### config.mk
export PLATFORM = sky130hd
export DESIGN_NAME = l1_pool_l2
export DESIGN_NICKNAME = d
export VERILOG_FILES = /design/src/rtl/l1_pool_l2.sv
export SDC_FILE = /design/constraint.sdc
export NUM_CORES = 1
export LEC_CHECK = 0
export ABC_AREA = 1
export BUFFER_PORTS_ARGS = -buffer_cell sky130_fd_sc_hd__buf_2
export CORE_ASPECT_RATIO = 1.4
export CORE_MARGIN = 2
export CORE_UTILIZATION = 45
export CTS_BUF_LIST = sky130_fd_sc_hd__clkbuf_8
export DETAILED_ROUTE_END_ITERATION = 8
export PLACE_DENSITY = 0.74
export SLEW_MARGIN = 10
export SYNTH_ARGS = -nofsm -noshare
export SYNTH_HDL_FRONTEND = slang
export SYNTH_SLANG_ARGS = --single-unit
### constraint.sdc
create_clock -name clk -period 5.2 [get_ports clk]
set_input_delay 1.04 -clock clk [delete_from_list [all_inputs] [get_ports clk]]
set_output_delay 1.04 -clock clk [all_outputs]
set_load 0.05 [all_outputs]
### src/rtl/l1_pool_l2.sv
// Layer-2 2x2/stride-2 pooling over the Layer-1 map in the shared feature memory.
// Define AVG_POOL_EN for rounded average pooling; the default build is signed max pooling.
module l1_pool_l2 #(
   parameter int         DATA_W  = 20,
   parameter int         IN_W    = 32,
   parameter logic [2:0] SRC_SEL = 3'd3,
   parameter logic [2:0] DST_SEL = 3'd5
) (
   input  logic                     clk,
   input  logic                     reset,
   input  logic                     start,
   output logic                     busy,
   output logic                     done,
   output logic                     crd,
   output logic [11:0]              caddr_rd,
   input  logic signed [DATA_W-1:0] cdata_rd,
   output logic                     cwr,
   output logic [11:0]              caddr_wr,
   output logic signed [DATA_W-1:0] cdata_wr,
   output logic [2:0]               csel
);

   localparam int AW = $clog2(IN_W);
   localparam int OW = AW - 1;

   typedef enum logic [2:0] {S_IDLE, S_RD, S_LAST, S_WR, S_FIN} state_t;

   state_t          state_q, state_d;
   logic [1:0]      k_q, k_d;
   logic [OW-1:0]   x_q, y_q, x_d, y_d;
   logic            last_out;

   logic            busy_d, done_d, crd_d, cwr_d;
   logic [2:0]      csel_d;
   logic [11:0]     caddr_rd_d, caddr_wr_d;

   assign last_out = (x_q == '1) && (y_q == '1);

   always_ff @(posedge clk or posedge reset) begin
      if (reset) begin
         state_q <= S_IDLE;
         k_q     <= '0;
         x_q     <= '0;
         y_q     <= '0;
      end else begin
         state_q <= state_d;
         k_q     <= k_d;
         x_q     <= x_d;
         y_q     <= y_d;
      end
   end

   // k_d is the read phase for the coming cycle; indices advance as WR retires.
   always_comb begin
      state_d = state_q;
      k_d     = '0;
      x_d     = x_q;
      y_d     = y_q;
      case (state_q)
         S_IDLE: if (start) state_d = S_RD;
         S_RD: begin
            k_d = k_q + 2'd1;
            if (k_q == 2'd3) state_d = S_LAST;
         end
         S_LAST: state_d = S_WR;
         S_WR: begin
            x_d = x_q + 1'b1;
            if (x_q == '1) y_d = y_q + 1'b1;
            state_d = last_out ? S_FIN : S_RD;
         end
         S_FIN: begin
            state_d = S_IDLE;
            x_d     = '0;
            y_d     = '0;
         end
         default: state_d = S_IDLE;
      endcase
   end

   // Outputs are decoded from the next state so that they leave flops directly.
   always_comb begin
      crd_d      = (state_d == S_RD);
      cwr_d      = (state_d == S_WR);
      busy_d     = (state_d == S_RD) || (state_d == S_LAST) || (state_d == S_WR);
      done_d     = (state_d == S_FIN);
      csel_d     = crd_d ? SRC_SEL : (cwr_d ? DST_SEL : 3'd0);
      caddr_rd_d = crd_d ? 12'({y_d, k_d[1], x_d, k_d[0]}) : caddr_rd;
      caddr_wr_d = cwr_d ? 12'({y_d, x_d}) : caddr_wr;
   end

   always_ff @(posedge clk or posedge reset) begin
      if (reset) begin
         busy     <= 1'b0;
         done     <= 1'b0;
         crd      <= 1'b0;
         cwr      <= 1'b0;
         csel     <= 3'd0;
         caddr_rd <= '0;
         caddr_wr <= '0;
      end else begin
         busy     <= busy_d;
         done     <= done_d;
         crd      <= crd_d;
         cwr      <= cwr_d;
         csel     <= csel_d;
         caddr_rd <= caddr_rd_d;
         caddr_wr <= caddr_wr_d;
      end
   end

`ifdef AVG_POOL_EN
   localparam int SW = DATA_W + 2;
   logic signed [SW-1:0]     acc_q, first, merged;
   logic signed [DATA_W-1:0] result;
   assign first  = SW'(cdata_rd);
   assign merged = acc_q + first;
   assign result = DATA_W'((merged + SW'(2)) >>> 2);
`else
   logic signed [DATA_W-1:0] acc_q, first, merged, result;
   assign first  = cdata_rd;
   // Strict compare: on a tie the earlier word is kept.
   assign merged = (cdata_rd > acc_q) ? cdata_rd : acc_q;
   assign result = merged;
`endif

   // Word k arrives while phase k+1 is on the bus; the 4th word lands in LAST.
   always_ff @(posedge clk or posedge reset) begin
      if (reset) begin
         acc_q    <= '0;
         cdata_wr <= '0;
      end else begin
         if (state_q == S_RD && k_q != 2'd0)
            acc_q <= (k_q == 2'd1) ? first : merged;
         if (state_q == S_LAST)
            cdata_wr <= result;
      end
   end

endmodule

; After elaboration in Yosys (flattened, before gate mapping)
; Cells that the tools add are included.
[totals]
latchBits = 0
memories = 0
word_cells = 47
input_bits = 23
ram_bits = 0
output_inout_bits = 51
regBits = 78
mem_bits_ro = 0
[op_classes]
muxes = 12
n_bitwise = 0
reduce_logical = 6
div = 0
n_addsub = 3
n_mul = 0
n_eq_ne = 12
magnitude_cmp = 1
shifts = 0
[ops]
columns = op, count
row1 = $mux W20, 2
row2 = $gt A20 B20 Y1, 1
row3 = $pmux W4 S2, 2
row4 = $mux W3, 5
row5 = $eq A3 B2 Y1 const B, 4
row6 = $pmux W3 S4, 1
row7 = $add A4 B1 Y4 const B, 2
row8 = $eq A4 B4 Y1 const B, 2
row9 = $eq A3 B1 Y1 const B, 2
row10 = $eq A3 B3 Y1 const B, 2
row11 = $mux W4, 1
row12 = $logic_not A3 Y1, 1
row13 = $add A2 B1 Y2 const B, 1
row14 = $eq A2 B1 Y1 const B, 1
row15 = $eq A2 B2 Y1 const B, 1
row16 = $logic_and A1 B1 Y1, 2
row17 = $logic_or A1 B1 Y1, 2
row18 = $mux W2, 1
row19 = $reduce_bool A2 Y1, 1

; Depth between registers and ports, before layout
; Gate-level depths: netlist (run 1).
[depth]
depth_word = 7
depth_mapped = 17
depth_no_buf = 16

; Worst setup path before layout (run 1)
; OpenSTA, ideal clock, no wires.
[synth_path]
path_kind = input-to-reg
startpoint = input port cdata_rd[19]
endpoint = register acc_q[10]
setup_time_ns = 0.116
t_required_ns = 5.084
path_buffers = 1
path_stages = 14
path_slack_ns = 2.660
arrival_time_ns = 2.423
path_cell_list = ha_1 > nand2_1 > inv_1 > nand2_1 > nand2_1 > a21oi_1 > nand3_2 > nand2_1 > nand3_2 > buf_4 > nand2_1 > nand3_1 > nand2_1 > nand2_1
[synth_between]
elab_chain_len = 3
[synth_rtl]
columns = item, line
row1 = "start, declared", 16  ; input logic signed [DATA_W-1:0] cdata_rd,
row2 = $gt A20 B20 Y1, 122  ; assign merged = (cdata_rd > acc_q) ? cdata_rd : acc_q;
row3 = $mux W20, 122
row4 = $mux W20, 133  ; acc_q <= (k_q == 2'd1) ? first : merged;
row5 = "end signal, assigned", 133
row6 = "end, declared", 119  ; logic signed [DATA_W-1:0] acc_q, first, merged, result;
; Every way passes these cells.
; A chain may end at the register's enable or synchronous reset.

; Final worst setup path (run 1)
[layout_path]
startpoint = input port cdata_rd[19]
endpoint = register acc_q[7]
; Same word-level chain as after synthesis.

==> reports/qor.txt, run 1 <==
Status - complete, no violations
Tot Pwr - 3.28 mW
Asr flop ratio synth - 100%
Clock Sink Count - 77
Synth Warn # - 0
Drt via density - 4.97
Critical Path Most Common Cell - nand2_1
Period minus WS final - 3190 ps
Share of post-route cells with drive strength above 1 - 19.4%
Largest net degree at the start of global routing - 48
Setup ws final - 2010 ps
CP max-delay cell - nand3_2
WL per Instance - 13.1 microns
Util after Layout - 51.7%
CP max FO - 21
Crit. End Element - flip-flop
Post-CTS Hold Buffers - 0
Die ar. - 10600 sq um
Rel. slew slack - 31.4%
Crit share post-route - 61.3%
Post-Route Skew - 11.4 ps
Via count - 3698
Mapped Avg Cell Area - 7.70 sq um
Htree depth - 3
Leak - 2.82 nW
RSZ-0062 raised after global routing - false
Pwr dens - 671 nW/um^2
Core area - 9460 sq um
CP delay by family, top - simple AND/OR/NAND/NOR gates
Num rows - 42
Netlist cell types - 38
Area Growth Syn to Fin - 11.3%
Cells after DPL - 728
Post-CTS Resized - 0
# Max-Cap Violations - 0
CTS Root Cell - clkbuf_8
Total GRT Usage - 20.2%
Yosys reg bits - 77
Sequential element share of the synthesized area - 43.9%
Cells along the critical path - buf_2 > ha_1 > nand2_1 > nor2_2 > nand2_2 > nor2_4 > nand4_2 > nand3_2 > nand2_1 > nand3_1 > nand2_1 > nand2_1
VDD IR max - 0.350 mV
Io pins - 74
Top FF cell, synth - dfrtp_1
Hpwl dp - 6.94 mm
Place WS - 1630 ps
Global route overflow - 0
Port Buffers - 67
Die Ht - 121 microns
Worst-margin pin slew - 1020 ps
N_diodes - 0
Initial Util - 46.4%
Setup_tns - 0 ps
RePlAce Congestion - 0.840
Post-route ant nets - 0
Arrival time worst endpoint - 3500 ps
Clk buf depth - 2
CP Launch Type - input pin
Count of pins over their slew limit - 0
Clk pin slew, worst setup/hold paths - 80 ps
Worst Path Class, Setup - in -> reg
CTS tree - yes
HP Class - reg -> reg
Vias in the first global route - 3723
Largest stage delay, worst path - 620 ps
Post-synth EDFFs - 0
Initial drt markers - 149
Final hold vios - 0
Most frequent cells in the layout - nand2_1 (231), dfrtp_1 (77), buf_2 (67)
Final Setup Violations - 0
Critical path buffers and inverters - 1
Clk_lat worst skew - 370 ps
CTS buffer count - 9
Commonest non-fill, non-tap cell in the layout - nand2_1
Netlist Area Pre-Place - 4390 sq um
Pre-antenna DRT Iters - 4
Fin nets - 677
Remaining DRCs - 0
Antenna violations before repair - 0
Worst path required time - 5510 ps
Final wirelength - 9.76 mm
Chip width - 87.5 microns
Fmax - 0.314 GHz
First-pass GRT wire length - 16.6 mm
Synth Instances - 570
Setup Fix Bufs, Post-CTS - 0
Final std cells w/o fill - 744
==> layer usage <==
metal / GRT usage [%] / wire (microns)
met1: 22.3 / 3840
met2: 36.3 / 5290
met3: 4.49 / 358
met4: 8.85 / 265
met5: 0 / 0
==> cell usage after synthesis (all sizes together) (2+ instances only) <==
cell / number / area share [%]
nand2: 241 / 21
dfrtp: 77 / 44
inv: 58 / 5.0
nor2: 54 / 5.3
nand3: 45 / 5.8
ha: 25 / 7.1
buf: 18 / 3.3
o21ai: 13 / 1.8
a21oi: 10 / 1.1
clkbuf: 10 / 1.3
nor3: 5 / 1.2
nand4: 4 / 0.71
o32ai: 2 / 0.74
==> flip-flops by register name, indices dropped and copies added, names as in the netlist <==
| name | cells |
|---|---|
| acc_q | 20 |
| busy | 1 |
| caddr_rd | 10 |
| caddr_wr | 8 |
| cdata_wr | 20 |
| csel | 3 |
| cwr | 1 |
| done | 1 |
| k_q | 2 |
| state_q | 3 |
| x_q | 4 |
| y_q | 4 |
==> path summary, 6_finish.rpt <==
path,end,depth (start not counted),slack [ps],start
worst max register to register,acc_q[7]$_DFFE_PP0P_,12,2390,acc_q[19]$_DFFE_PP0P_
max in group asynchronous,acc_q[14]$_DFFE_PP0P_,3,3340,reset
min in group asynchronous,caddr_wr[1]$_DFFE_PP0P_,2,880,reset
worst min register to register,caddr_rd[1]$_DFFE_PP0P_,2,470,caddr_rd[1]$_DFFE_PP0P_
worst max-delay path,acc_q[7]$_DFFE_PP0P_,12,2010,cdata_rd[19]
worst min-delay path,caddr_rd[1]$_DFFE_PP0P_,2,470,caddr_rd[1]$_DFFE_PP0P_
==> kinds of logic (layout without fill, tap and decap cells) <==
logic type      after synthesis  in the layout  synth area share [%]
fa+ha+maj                    25             25                  7.12
other cells                   1              6                0.0854
simple gates                350            350                  34.5
compound gates               31             31                  4.81
flops                        77             77                  43.9
buf+inv                      86            145                  9.63
==> cell type report <==
| cell class | instances | area (sq um) |
|---|---|---|
| fill | 936 | 4570 |
| multi-input combinational | 412 | 2060 |
| sequential | 77 | 1930 |
| timing repair buffer | 71 | 365 |
| inverter | 58 | 220 |
| clock buffer | 10 | 138 |
| tap | 110 | 138 |
| clock inverter | 6 | 38.8 |
==> tightest hold or removal path, cell delays in order (launching register included) <==
cell,delay [ps]
dfrtp_1,350
nand2_1,50
nand2_1,40
==> power breakdown <==
part	internal (mW)	switching, mW	total (mW)
Sequential	0.824	0.140	0.965
Clock	0.184	0.234	0.418
Combinational	0.528	1.37	1.90
==> through the flow <==
step	hold slack, ps	instance area (sq um)
6_report	472	4890
5_1_grt	490	4890
4_1_cts	479	4890
3_5_place_dp	459	4710
3_3_place_gp	451	4710
2_1_floorplan	470	4410
Note: power is estimated with default switching activity, not from simulation.
==> inputs of run 2 (changes only) <==
--- a/config.mk
+++ b/config.mk
@@ -12,7 +12,7 @@
 export CORE_UTILIZATION = 45
 export CTS_BUF_LIST = sky130_fd_sc_hd__clkbuf_8
 export DETAILED_ROUTE_END_ITERATION = 8
-export PLACE_DENSITY = 0.74
+export PLACE_DENSITY = 0.77
 export SLEW_MARGIN = 10
 export SYNTH_ARGS = -nofsm -noshare
 export SYNTH_HDL_FRONTEND = slang
==> constraint.sdc (replaced) <==
create_clock -name clk -period 2.9 [get_ports clk]
set_input_delay 0.58 -clock clk [delete_from_list [all_inputs] [get_ports clk]]
set_output_delay 0.58 -clock clk [all_outputs]
set_load 0.05 [all_outputs]
==> reports/qor.txt, run 2 (synthesis results as in run 1) <==
Status - complete, no violations
CP Launch Type - flip-flop
Die Ht - 121 microns
CP max FO - 20
Area Growth Syn to Fin - 13.0%
Initial drt markers - 160
Placed Instance Area - 4740 sq um
Post-CTS Resized - 0
Leak - 2.87 nW
First-pass GRT wire length - 16.4 mm
Antenna violations before repair - 0
Final wirelength - 9.77 mm
Rel. slew slack - 65.3%
Setup_tns - 0 ps
Post-route ant nets - 0
Period minus WS final - 2490 ps
Crit share post-route - 85.8%
Top flop regs - acc_q (20), cdata_wr (20), caddr_rd (10)
N_diodes - 0
CTS Root Cell - clkbuf_8
Total GRT Usage - 19.8%
Setup ws final - 411 ps
Post-Route Skew - 7.73 ps
Drt via density - 5.04
Arrival time worst endpoint - 2740 ps
Critical Path Most Common Cell - nand2_1
Chip width - 87.5 microns
Util after Layout - 52.5%
Worst path required time - 3150 ps
Core area - 9460 sq um
Setup Fix Bufs, Post-CTS - 0
Initial Util - 46.4%
Share of post-route cells with drive strength above 1 - 19.4%
HP Class - in -> async
Clk buf depth - 2
Fmax - 0.402 GHz
CTS buffer count - 9
VDD IR max - 0.679 mV
Clock Sink Count - 77
Post-CTS Hold Buffers - 0
Critical path buffers and inverters - 2
CP max-delay cell - nand3_2
Die ar. - 10600 sq um
WL per Instance - 13.1 microns
Final Setup Violations - 0
Via count - 3756
Clk pin slew, worst setup/hold paths - 80 ps
Hpwl dp - 6.91 mm
Most frequent cells in the layout - nand2_1 (231), dfrtp_1 (77), buf_2 (67)
Global route overflow - 0
RePlAce Congestion - 0.875
Cells along the critical path - inv_1 > ha_1 > nand2_1 > inv_1 > nand2_1 > nand2_1 > a21oi_1 > nand3_2 > nand2_1 > nand3_2 > nand2_1 > nand3_1 > nand2_1 > nand2_1
Fin nets - 679
Pwr dens - 1230 nW/um^2
Vias in the first global route - 3650
Pre-antenna DRT Iters - 4
Crit. End Element - flip-flop
RSZ-0062 raised after global routing - false
Final hold vios - 0
Design area - 4960 sq um
CP delay by family, top - simple AND/OR/NAND/NOR gates
Io pins - 74
Count of pins over their slew limit - 0
Clk_lat worst skew - 360 ps
# Max-Cap Violations - 0
Worst-margin pin slew - 519 ps
CTS tree - yes
Commonest non-fill, non-tap cell in the layout - nand2_1
Htree depth - 3
Worst Path Class, Setup - reg -> reg
Remaining DRCs - 0
Num rows - 42
Largest net degree at the start of global routing - 78
WHS - 294 ps
Port Buffers - 67
Largest stage delay, worst path - 410 ps
Place WS - 130 ps
## run 2: cell types whose count changed in the layout (fill, tap and decap cells not counted), sizes merged
cell | before | now
clkinv | 5 | 1
buf | 71 | 73
clkbuf | 10 | 11
clkinvlp | 2 | 0
bufinv | 0 | 2
inv | 57 | 59
## run 2: final cells by class
type	instances	area, sq um
clock inverters	4	72.6
clock buffers	11	151
inverters	58	220
flip-flops and latches	77	1930
repair buffers	73	393
multi-input cells	412	2060
well taps	110	138
fillers	903	4500
## run 2: power breakdown
| group | internal [mW] | total (mW) | switching, mW |
|---|---|---|---|
| Sequential | 1.48 | 1.74 | 0.256 |
| Clock | 0.525 | 0.918 | 0.392 |
| Combinational | 0.956 | 3.44 | 2.48 |
## run 2: worst paths after layout
| kind | startpoint | endpoint | slack (ps) | cells past startpoint |
|---|---|---|---|---|
| setup / recovery | acc_q[19]$_DFFE_PP0P_ | acc_q[11]$_DFFE_PP0P_ | 410 | 14 |
| hold / removal | reset | caddr_rd[8]$_DFFE_PP0P_ | 290 | 3 |
| setup reg to reg | acc_q[19]$_DFFE_PP0P_ | acc_q[11]$_DFFE_PP0P_ | 410 | 14 |
| hold reg to reg | caddr_rd[4]$_DFFE_PP0P_ | caddr_rd[4]$_DFFE_PP0P_ | 470 | 2 |
| max in group asynchronous | reset | acc_q[3]$_DFFE_PP0P_ | 2280 | 3 |
| min in group clk | caddr_rd[4]$_DFFE_PP0P_ | caddr_rd[4]$_DFFE_PP0P_ | 470 | 2 |
## run 2: through the flow
step	power [mW]	cells
detailed placement	5.21	730
finish	6.09	745
global route	6.64	745
CTS	6.14	745
floorplan	4.61	575
global placement	5.07	730
## run 2: tightest hold or removal path: stages
cell	delay (ps)
buf_2	100
inv_2	60
buf_12	330
## run 2: routing by layer
metal	vias to the layer above	wire length, microns	track usage (%)
met5	-	0	0
met4	0	249	9.71
met3	20	452	4.42
met2	92	5180	34.5
met1	1769	3890	22.5
li1	1875	-	-
==> inputs of run 3 (changes only) <==
--- a/config.mk
+++ b/config.mk
@@ -12,7 +12,7 @@
 export CORE_UTILIZATION = 45
 export CTS_BUF_LIST = sky130_fd_sc_hd__clkbuf_8
 export DETAILED_ROUTE_END_ITERATION = 8
-export PLACE_DENSITY = 0.77
+export PLACE_DENSITY = 0.74
 export SLEW_MARGIN = 10
 export SYNTH_ARGS = -nofsm -noshare
 export SYNTH_HDL_FRONTEND = slang
==> reports/qor.txt, run 3 (synthesis results as in run 1) <==
Chip width - 87.5 microns
Area occupied by multi-input gates - 2060 sq um
Clock Sink Count - 77
Io pins - 74
Port Buffers - 67
Count of pins over their slew limit - 0
Clk buf depth - 2
# Max-Cap Violations - 0
Crit share post-route - 81.8%
Via count - 3785
Clk_lat worst skew - 370 ps
N_diodes - 0
Fin nets - 680
WHS - 290 ps
Largest net degree at the start of global routing - 78
Initial drt markers - 179
Initial Util - 46.4%
Reg area - 1930 sq um
Hpwl dp - 7.00 mm
Post-route ant nets - 0
Drt via density - 5.07
Status - complete, no violations
Global route overflow - 0
Clk pin slew, worst setup/hold paths - 80 ps
Filler instances - 869
CTS buffer count - 9
Post-CTS Hold Buffers - 0
Post-Route Skew - 9.71 ps
Design area - 5050 sq um
Final std cells w/o fill - 747
Num rows - 42
Commonest non-fill, non-tap cell in the layout - nand2_1
First-pass GRT wire length - 16.7 mm
Util after Layout - 53.4%
CP max FO - 20
Vias in the first global route - 3713
Arrival time worst endpoint - 2680 ps
Final wirelength - 10.1 mm
Worst setup path startpoint - acc_q[19]$_DFFE_PP0P_
Worst Path Class, Setup - reg -> reg
R2r startpoint - acc_q[19]$_DFFE_PP0P_
Setup Fix Bufs, Post-CTS - 0
Fmax - 0.422 GHz
VDD IR max - 0.712 mV
Setup ws final - 529 ps
Placed Instance Area - 4760 sq um
Htree depth - 3
Remaining DRCs - 0
Pwr dens - 1270 nW/um^2
Period minus WS final - 2370 ps
CTS Root Cell - clkbuf_8
Place WS - 263 ps
Post-CTS Resized - 0
Top flop regs - acc_q (20), cdata_wr (20), caddr_rd (10)
Core area - 9460 sq um
Share of post-route cells with drive strength above 1 - 19.8%
Antenna violations before repair - 0
Most frequent cells in the layout - nand2_1 (231), dfrtp_1 (77), buf_2 (67)
Setup_tns - 0 ps
Tot Pwr - 6.43 mW
Die ar. - 10600 sq um
Cells after DPL - 731
Area Growth Syn to Fin - 15.1%
Crit. End Element - flip-flop
Die Ht - 121 microns
CTS tree - yes
CP Launch Type - flip-flop
Leak - 2.90 nW
Final Setup Violations - 0
Worst path required time - 3210 ps
WL per Instance - 13.5 microns
Total GRT Usage - 20.1%
Pre-antenna DRT Iters - 4
RSZ-0062 raised after global routing - false
HP Class - in -> async
RePlAce Congestion - 0.810
Reg2Reg Setup Slack - 530 ps
Final hold vios - 0
-- run 3: changes by cell type in the layout (fill, tap and decap cells not counted), sizes merged --
cell,previous run,this run
clkinvlp,0,1
buf,73,74
bufinv,2,5
clkinv,1,0
clkbuf,11,10
inv,59,58
-- run 3: path summary, 6_finish.rpt --
check	to	cells after the start
setup / recovery	acc_q[18]$_DFFE_PP0P_	14
hold / removal	caddr_rd[8]$_DFFE_PP0P_	3
setup reg to reg	acc_q[18]$_DFFE_PP0P_	14
hold reg to reg	caddr_rd[5]$_DFFE_PP0P_	2
max in group asynchronous	acc_q[1]$_DFFE_PP0P_	3
min in group clk	caddr_rd[5]$_DFFE_PP0P_	2
-- run 3: cell type report --
cell class	count	area share (%)
Sequential cell	77	38.1
Timing Repair Buffer	74	8.17
Clock buffer	10	2.72
Tap cell	110	2.72
Multi-Input combinational cell	412	40.8
Inverter	58	4.36
Clock inverter	6	3.12
-- run 3: critical path, stage by stage, from the launching register on --
cell,delay (ps)
dfrtp_1,400
inv_1,60
ha_1,350
nand2_1,100
nor2_2,150
nand2_2,80
nor2_4,130
nand2_2,80
nand3_2,80
nand2_1,70
nand2_2,370
nand3_1,180
nand3_1,130
nand2_1,60
nand2_1,60
-- run 3: per-layer routing --
metal	track usage [%]	wire length (microns)	vias up	part of all wire [%]
met5	0	0	-	0
met4	9.13	224	0	2.2
met3	3.81	372	17	3.7
met2	36.1	5410	87	54
met1	22.5	4100	1796	41
li1	-	-	1885	-
-- run 3: where the power goes --
part	total [mW]	internal [mW]	switching [mW]
clock	1.19	0.769	0.421
sequential	1.73	1.48	0.255
combinational	3.51	1.01	2.51
total	6.43	3.25	3.18
